==> src/rtl/button_conditioner_if.sv <==
// ---------------------------------------------------------------------------
// button_conditioner_if
// Purpose : groups the button-conditioner data signals so the conditioner and
//           its consumer share one bundle. Clock and reset stay outside.
// Signals :
//   CE        clock enable, driven by the master; counters advance only on CE=1
//   BTN_IN    [N] raw asynchronous button levels (active-high), from the master
//   BTN_LEVEL [N] debounced level, driven by the slave (conditioner)
//   BTN_PULSE [N] one-cycle press / auto-repeat pulse, driven by the slave
// Handshake: there is no valid/ready pair. BTN_PULSE[i]=1 for exactly one
//   CLK cycle is the "event valid" indication and the consumer must accept it
//   on that cycle; CE qualifies time only, never the data.
// ---------------------------------------------------------------------------
interface button_conditioner_if #(
  parameter int N = 11
);
  logic         CE;
  logic [N-1:0] BTN_IN;
  logic [N-1:0] BTN_LEVEL;
  logic [N-1:0] BTN_PULSE;

  modport master (output CE, output BTN_IN, input BTN_LEVEL, input BTN_PULSE);
  modport slave  (input CE, input BTN_IN, output BTN_LEVEL, output BTN_PULSE);
endinterface

==> src/rtl/button_conditioner.sv <==
// ---------------------------------------------------------------------------
// button_conditioner
// Purpose : per-channel 2-FF synchroniser, counter debounce, registered
//           debounced level, one-cycle press pulse and optional auto-repeat
//           for the chess-clock push buttons.
// Ports   :
//   CLK  in  system clock, rising edge
//   CLR  in  synchronous active-low reset
//   bus  slave modport of button_conditioner_if (CE, BTN_IN in;
//        BTN_LEVEL, BTN_PULSE out). N must equal the interface's N.
// Channel bit order: [0]=SELECT [1]=STOP [2]=Set_Impulse [3..10]=D1..D8.
// Each channel's repeat FSM state is visible as g_ch[i].state_q.
// ---------------------------------------------------------------------------
module button_conditioner #(
  parameter int           N          = 11,
  parameter int           DEB_CYCLES = 250000,
  parameter logic [N-1:0] REP_MASK   = 11'h7F8,
  parameter int           REP_DELAY  = 25000000,
  parameter int           REP_PERIOD = 5000000
) (
  input  logic                  CLK,
  input  logic                  CLR,
  button_conditioner_if.slave   bus
);

  localparam int DW   = $clog2(DEB_CYCLES);
  localparam int RMAX = (REP_DELAY > REP_PERIOD) ? REP_DELAY : REP_PERIOD;
  localparam int RW   = $clog2(RMAX);

  localparam logic [DW-1:0] DEB_LAST = DW'(DEB_CYCLES - 1);
  localparam logic [RW-1:0] DLY_LAST = RW'(REP_DELAY - 1);
  localparam logic [RW-1:0] PER_LAST = RW'(REP_PERIOD - 1);

  typedef enum logic [1:0] {
    REP_IDLE   = 2'd0,
    REP_DELAY_ST = 2'd1,
    REP_REPEAT = 2'd2
  } rep_state_e;

  // Synchroniser runs every cycle; CE does not gate it.
  logic [N-1:0] sync1_q, sync2_q;

  always_ff @(posedge CLK) begin
    if (!CLR) begin
      sync1_q <= '0;
      sync2_q <= '0;
    end else begin
      sync1_q <= bus.BTN_IN;
      sync2_q <= sync1_q;
    end
  end

  for (genvar i = 0; i < N; i++) begin : g_ch
    logic [DW-1:0] dcnt_q, dcnt_d;
    logic          lvl_q, lvl_d;
    logic          pulse_q, pulse_d;
    logic          press, release_evt, rep_fire;
    rep_state_e    state_q, state_d;
    logic [RW-1:0] rcnt_q, rcnt_d;

    // Debounce: any sample matching the current level restarts the count,
    // so only an uninterrupted run of DEB_CYCLES CE cycles flips the level.
    always_comb begin
      dcnt_d = dcnt_q;
      lvl_d  = lvl_q;
      if (sync2_q[i] == lvl_q) begin
        dcnt_d = '0;
      end else if (bus.CE) begin
        if (dcnt_q == DEB_LAST) begin
          lvl_d  = sync2_q[i];
          dcnt_d = '0;
        end else begin
          dcnt_d = dcnt_q + 1'b1;
        end
      end
    end

    assign press       = ~lvl_q & lvl_d;
    assign release_evt = lvl_q & ~lvl_d;

    // Repeat FSM. A release on the same edge as a terminal count wins, so a
    // release never produces a pulse.
    always_comb begin
      state_d  = state_q;
      rcnt_d   = rcnt_q;
      rep_fire = 1'b0;
      if (REP_MASK[i]) begin
        case (state_q)
          REP_IDLE: begin
            rcnt_d = '0;
            if (press) state_d = REP_DELAY_ST;
          end
          REP_DELAY_ST: begin
            if (release_evt) begin
              state_d = REP_IDLE;
              rcnt_d  = '0;
            end else if (bus.CE) begin
              if (rcnt_q == DLY_LAST) begin
                rep_fire = 1'b1;
                rcnt_d   = '0;
                state_d  = REP_REPEAT;
              end else begin
                rcnt_d = rcnt_q + 1'b1;
              end
            end
          end
          REP_REPEAT: begin
            if (release_evt) begin
              state_d = REP_IDLE;
              rcnt_d  = '0;
            end else if (bus.CE) begin
              if (rcnt_q == PER_LAST) begin
                rep_fire = 1'b1;
                rcnt_d   = '0;
              end else begin
                rcnt_d = rcnt_q + 1'b1;
              end
            end
          end
          default: begin
            state_d = REP_IDLE;
            rcnt_d  = '0;
          end
        endcase
      end
    end

    // press and rep_fire can only be true with CE=1, so a CE=0 cycle
    // always clears the pulse.
    assign pulse_d = press | rep_fire;

    always_ff @(posedge CLK) begin
      if (!CLR) begin
        dcnt_q  <= '0;
        lvl_q   <= 1'b0;
        pulse_q <= 1'b0;
        state_q <= REP_IDLE;
        rcnt_q  <= '0;
      end else begin
        dcnt_q  <= dcnt_d;
        lvl_q   <= lvl_d;
        pulse_q <= pulse_d;
        state_q <= state_d;
        rcnt_q  <= rcnt_d;
      end
    end

    assign bus.BTN_LEVEL[i] = lvl_q;
    assign bus.BTN_PULSE[i] = pulse_q;
  end

endmodule

==> src/flat_wrapper.sv <==
// flat-port wrapper written by rule: the top's interface ports become plain ports
module button_conditioner_flat 
#(
  parameter int           N          = 11,
  parameter int           DEB_CYCLES = 250000,
  parameter logic [N-1:0] REP_MASK   = 11'h7F8,
  parameter int           REP_DELAY  = 25000000,
  parameter int           REP_PERIOD = 5000000
)
  (CLK, CLR, bus_CE, bus_BTN_IN, bus_BTN_LEVEL, bus_BTN_PULSE);
  button_conditioner_if #(.N(N)) bus_i ();
  input  logic CLK;
  input  logic CLR;
  input wire logic [$bits(bus_i.CE)-1:0] bus_CE;
  input wire logic [$bits(bus_i.BTN_IN)-1:0] bus_BTN_IN;
  output wire logic [$bits(bus_i.BTN_LEVEL)-1:0] bus_BTN_LEVEL;
  output wire logic [$bits(bus_i.BTN_PULSE)-1:0] bus_BTN_PULSE;
  assign bus_i.CE = bus_CE;
  assign bus_i.BTN_IN = bus_BTN_IN;
  assign bus_BTN_LEVEL = bus_i.BTN_LEVEL;
  assign bus_BTN_PULSE = bus_i.BTN_PULSE;
  button_conditioner #(.N(N), .DEB_CYCLES(DEB_CYCLES), .REP_MASK(REP_MASK), .REP_DELAY(REP_DELAY), .REP_PERIOD(REP_PERIOD)) u_core (.CLK(CLK), .CLR(CLR), .bus(bus_i));
endmodule
==> config.mk <==
export PLATFORM = sky130hd
export DESIGN_NAME = button_conditioner_flat
export DESIGN_NICKNAME = d
export VERILOG_FILES = /design/src/rtl/button_conditioner_if.sv /design/src/rtl/button_conditioner.sv /design/src/flat_wrapper.sv
export SDC_FILE = /design/constraint.sdc
export NUM_CORES = 1
export LEC_CHECK = 0
export ABC_AREA = 0
export CORE_ASPECT_RATIO = 1.75
export CORE_MARGIN = 2
export CORE_UTILIZATION = 42
export CTS_CLUSTER_DIAMETER = 80
export DETAILED_ROUTE_END_ITERATION = 7
export GPL_ROUTABILITY_DRIVEN = 0
export GPL_TIMING_DRIVEN = 0
export SETUP_SLACK_MARGIN = 0.02
export SYNTH_ARGS = -nofsm -noshare
export SYNTH_HDL_FRONTEND = slang
export SYNTH_SLANG_ARGS = --single-unit
==> constraint.sdc <==
create_clock -name CLK -period 7.9 [get_ports CLK]
set_clock_uncertainty 0.05 [all_clocks]
set_input_delay 0.79 -clock CLK [delete_from_list [all_inputs] [get_ports CLK]]
set_output_delay 0.79 -clock CLK [all_outputs]
set_load 0.05 [all_outputs]
==> Word level (Yosys, flattened, before mapping) <==
Cells that the tools add are included.
{ "op_classes": {"add_sub_neg": 19, "eq_ne": 94, "mux": 204, "n_bitwise": 47, "n_reduce_logical": 35} }
{ "ops": {"columns": ["cell", "n"], "rows": [
  ["$mux 25", 48],
  ["$pmux 25 s2", 8],
  ["$add 25x1->25 const B", 8],
  ["$eq 25x23->1 const B", 8],
  ["$eq 25x25->1 const B", 8],
  ["$add 18x1->18 const B", 11],
  ["$eq 18x18->1 const B", 11],
  ["$mux 18", 11],
  ["$mux 1", 81],
  ["$mux 2", 40],
  ["$ne 3x2->1 const B", 16],
  ["$pmux 2 s3", 8],
  ["$ne 2x1->1 const B", 16],
  ["$reduce_and 4->1", 8],
  ["$ne 3x1->1 const B", 8],
  ["$reduce_or 2->1", 11],
  ["$not 1->1", 20],
  ["$and 1x1->1", 19],
  ["$eq 2x1->1 const B", 8],
  ["$eq 2x2->1 const B", 8],
  ["$logic_not 2->1", 8],
  ["$pmux 1 s2", 8],
  ["$reduce_and 2->1", 8],
  ["$eq 1x1->1", 11],
  ["$or 1x1->1", 8]
]} }
{ "totals": {"register_bits": 458, "inputBits": 14, "out_inout_bits": 22, "elab_cells": 450} }

==> Logic depth before layout (Yosys ltp) <==
{ "logic_depth": {"depth_word": 9, "mapped_depth": 10, "ltp_nobuf": 8} }

==> Worst setup path after synthesis <==
No wires, ideal clock.
{ "synth_path": {"path_type": "input to register", "startpoint": "in bus_CE", "endpoint": "reg u_core.g_ch[9].rcnt_q[0]", "setup_ps": 128, "arrival_ps": 2815, "required_time_ps": 7722, "setup_slack_ps": 4907, "cell_stages": 9, "n_path_buf": 3, "path_cell_list": "clkbuf_1 buf_2 nand4_1 nor4_1 nand2_1 o211a_1 a22oi_1 clkbuf_1 nor2_1"} }
{ "synth_between": {"elab_chain_cells": 6, "word_cells_on_any_way": 10, "cone_classes": "eq/ne: 2; mux: 5; bitwise: 2; reduce/logical: 1"} }
{ "synth_lines": {"columns": ["element", "line", "rtl"], "rows": [
  ["start, declared", "flat_wrapper.sv:14", "input wire logic [$bits(bus_i.CE)-1:0] bus_CE;"],
  ["$mux 1", "button_conditioner.sv:68", "end else if (bus.CE) begin"],
  ["$mux 1", "button_conditioner.sv:66", "if (sync2_q[i] == lvl_q) begin"],
  ["$not 1->1", "button_conditioner.sv:79", "assign release_evt = lvl_q & ~lvl_d;"],
  ["$and 1x1->1", "button_conditioner.sv:79", null],
  ["$mux 25, or another cell as far along", "button_conditioner.sv:108", "if (release_evt) begin"],
  ["$pmux 25 s2 / $reduce_and 2->1 (equally long branches)", null, null],
  ["end signal, assigned", "button_conditioner.sv:144", "rcnt_q <= rcnt_d;"],
  ["end, declared", "button_conditioner.sv:59", "logic [RW-1:0] rcnt_q, rcnt_d;"]
]} }
Several ways; a longest one is shown, not always the timed one.
A chain may end at the register's enable or synchronous reset.

==> Worst setup path after layout <==
{ "layout_path": {"startpoint": "in bus_CE", "endpoint": "reg u_core.g_ch[5].pulse_q"} }
{ "layout_between": {"elab_chain_cells": 7, "word_cells_on_any_way": 11, "cone_classes": "mux: 7; bitwise: 4"} }
{ "layout_lines": {"columns": ["element", "line", "rtl"], "rows": [
  ["$mux 1", "button_conditioner.sv:68", null],
  ["$mux 1", "button_conditioner.sv:66", null],
  ["$not 1->1", "button_conditioner.sv:79", null],
  ["$and 1x1->1", "button_conditioner.sv:79", null],
  ["$mux 1, on equally long branches", "button_conditioner.sv:108, button_conditioner.sv:94", null],
  ["$pmux 1 s2", "button_conditioner.sv:88", "case (state_q)"],
  ["$or 1x1->1 *", "button_conditioner.sv:130", "assign pulse_d = press | rep_fire;"],
  ["end signal, assigned", "button_conditioner.sv:142", "pulse_q <= pulse_d;"],
  ["end, declared", "button_conditioner.sv:56", "logic pulse_q, pulse_d;"]
]} }
Every way passes the cells marked *; elsewhere a longest branch is shown, timed or not.

==> impl_results.md <==
* Power Dens Cells at 196 nW/um^2
* Fmax at 0.171 GHz
* Crit path capture type: flip-flop
* Worst-path fanout max at 10
* HP Class: flip-flop to flip-flop
* Synth area leader: dfxtp_1
* Worst Tran Pin Value at 1120 ps
* RSZ-0062 raised after global routing: false
* Max-slew violations at 0
* CTS tree: built
* Setup TNS at 0 ps
* Synth unique cells at 72
* DR vias at 17900
* M3 GR Usage at 0.0245
* Clock Path Buffers at 3
* Register area at 9170 um^2
* # fillers at 4839
* WP data required at 8310 ps
* Die footprint at 53300 um^2
* Htree depth at 2
* Period Utilization, post-route at 0.741
* Ys Warns at 0
* Clock root cell: clkbuf_16
* Initial DRC Count at 952
* Horiz. Die Dim at 175 um
* Residual DRC at 0
* CORE AREA at 50600 um^2
* DRT Pass-1 Iters at 8
* CP max stage cell: clkbuf_1
* Mapped cell area at 21600 um^2
* First-pass GRT wire length at 85400 um
* Tmin final at 5850 ps
* GRT Total Usage at 0.191
* Synth Register Bits at 458
* Top post-synthesis cells by area: dfxtp_1, xor2_1, nor2_1
* Final wirelength at 51300 um
* Post-detailed-route wirelength per cell at 15.4 um
* Outcome: completed
* Worst-skew pair later-pin latency at 560 ps
* # diodes at 0
* Most used cell, CP: clkbuf_1
* Number of top-level design ports at 36
* GRT Max-Usage Layer: met2
* M2 GR Usage at 0.358
* Post-CTS resize count at 0
* Routed Antenna Nets at 0
* Vias in the first global route at 18100
* Total CTS buffers at 45
* Crit-path max cell delay at 890 ps
* Die span in y at 304 um
* Syn nets at 2606
* NumNets Final at 2688
* Area delta synth->final at 13.0%
* Hold Buf Count CTS at 0
* Critical-path cell list: clkdlybuf4s50_1 > clkbuf_1 > buf_2 > clkbuf_1 > clkbuf_1 > clkbuf_1 > clkbuf_1 > a41oi_1 > nor2_1
* Post-synth EDFFs at 0
* Footprint of the multi-input gates at 11700 um^2
* Crit Path Class: input pin to flip-flop
* Crit path launch type: input pin
* Initial antenna violation count at 0
* Initial Util at 0.427
* Mapped Cells at 2549
* Final hold vios at 0
* Synth top area share at 0.425
* Slew headroom at 0.256
* Lkg Pwr at 7.73 nW
* Register area share after synthesis at 0.425
* Met1 Use GR at 0.209
* Dominant synthesized flop cell: dfxtp_1
* Final Util at 0.482
* CP arrival at 6270 ps
* Vias per inst at 5.38
* Syn_area_per_cell at 8.47 um^2
* Final Setup Violations at 0
* Hold path cells at 1
* Dpl hpwl at 36600 um
* Gr ovfl total at 0
* Reg2reg path depth at 9
* Largest net degree at the start of global routing at 16
* Max_cap viols at 0
* Clock-pin slew on the worst setup and hold paths at 60 ps
* Port Buffers at 35
* Clock Sinks at 458
* Row Count at 109
* Post-CTS setup buffers at 0
* Layout cell share with drive strength beyond 1 at 0.0521
* Peak VDD IR at 0.131 mV
* Ys async rst share at 0
[registers in the layout, indices dropped and copies added (netlist names)]
| signal | cells |
|---|---|
| u_core.g_ch.dcnt_q | 198 |
| u_core.g_ch.pulse_q | 11 |
| u_core.sync2_q | 11 |
| u_core.g_ch.lvl_q | 11 |
| u_core.g_ch.state_q | 16 |
| u_core.sync1_q | 11 |
| u_core.g_ch.rcnt_q | 200 |
[final timing paths]
kind	from	endpoint	slack [ps]
max	bus_CE	u_core.g_ch[5].pulse_q$_SDFF_PN0_	2050
min	u_core.sync1_q[0]$_SDFF_PN0_	u_core.sync2_q[0]$_SDFF_PN0_	380
max reg2reg	u_core.g_ch[4].dcnt_q[0]$_SDFFE_PP0P_	u_core.g_ch[4].rcnt_q[15]$_SDFFE_PN0P_	4610
min reg2reg	u_core.sync1_q[0]$_SDFF_PN0_	u_core.sync2_q[0]$_SDFF_PN0_	380
[synthesized netlist by cell type, types with 45 or more instances]
master and count:
xnor2_1 143, nand2_1 219, inv_1 62, nand4_1 99
nand3_1 158, nor2_1 475, xor2_1 205, clkbuf_1 65
nor4_1 45, a21oi_1 54, dfxtp_1 458, and3_1 55
[worst max-delay path: cells and delay by family]
kind / cells / cell delay [ps]
AO/OA/AOI/OAI: 1 / 290
AND/OR/NAND/NOR: 1 / 240
buffers and inverters: 7 / 4910
[power breakdown]
| part | leakage, nW | total (mW) | internal [mW] | switching [mW] |
|---|---|---|---|---|
| clock | 0.790 | 2.36 | 1.41 | 0.944 |
| combinational | 3.25 | 0.0986 | 0.0287 | 0.0699 |
| sequential | 3.69 | 2.32 | 2.32 | 0.00557 |
[cells by family (layout without fill, tap and decap cells)]
kind of cell | Yosys count | in the layout | share of synthesized area
XOR/XNOR | 348 | 348 | 0.141
adder cells (fa/ha/maj) | 43 | 43 | 0.0249
buffers and inverters | 156 | 273 | 0.0315
AO/OA/AOI/OAI | 188 | 188 | 0.0580
flip-flops | 458 | 458 | 0.425
multiplexers | 21 | 21 | 0.00979
AND/OR/NAND/NOR | 1335 | 1335 | 0.310
[per-layer routing]
layer | vias up | share of wire
li1 | 8932 | -
met1 | 8581 | 0.41
met2 | 308 | 0.52
met3 | 117 | 0.033
met5 | - | 0
met4 | 0 | 0.044
[final cells by class]
class | instances | share of cell area
Multi-Input combinational cell | 1935 | 0.481
Sequential cell | 458 | 0.376
Clock buffer | 54 | 0.0504
Tap cell | 666 | 0.0342
Buffer | 94 | 0.0183
Clock inverter | 28 | 0.0162
Timing Repair Buffer | 35 | 0.0144
Inverter | 62 | 0.00954
[placed cells by master (no fill, tap or decap), types with 10 or more instances in the layout]
cell,count
and4_1,39
clkbuf_16,45
clkbuf_1,67
nand2_1,219
nand4_1,99
xnor2_1,143
o21ai_0,37
or4_1,19
and2_1,42
nand2b_1,19
a21oi_1,54
dfxtp_1,458
nand4b_1,11
xor2_1,205
inv_1,62
nor3_1,44
and3_1,55
nor2_1,475
buf_4,22
mux2i_1,20
ha_1,43
nor4_1,45
clkdlybuf4s50_1,35
nand3_1,158
nor4b_1,24
or3_1,28
clkinv_2,10
[stage by stage]
stage	power, mW	hold WS, ps	area, um^2	setup WS, ps	std cells
after floorplan	2.43	362	21600	4910	2549
after global placement	2.47	368	22800	1130	3250
after detailed placement	2.47	370	22800	1250	3250
after CTS	4.84	387	24400	1810	3332
after global routing	4.94	413	24400	1810	3332
final	4.78	384	24400	2050	3332
Note: power is estimated with default switching activity, not from simulation.
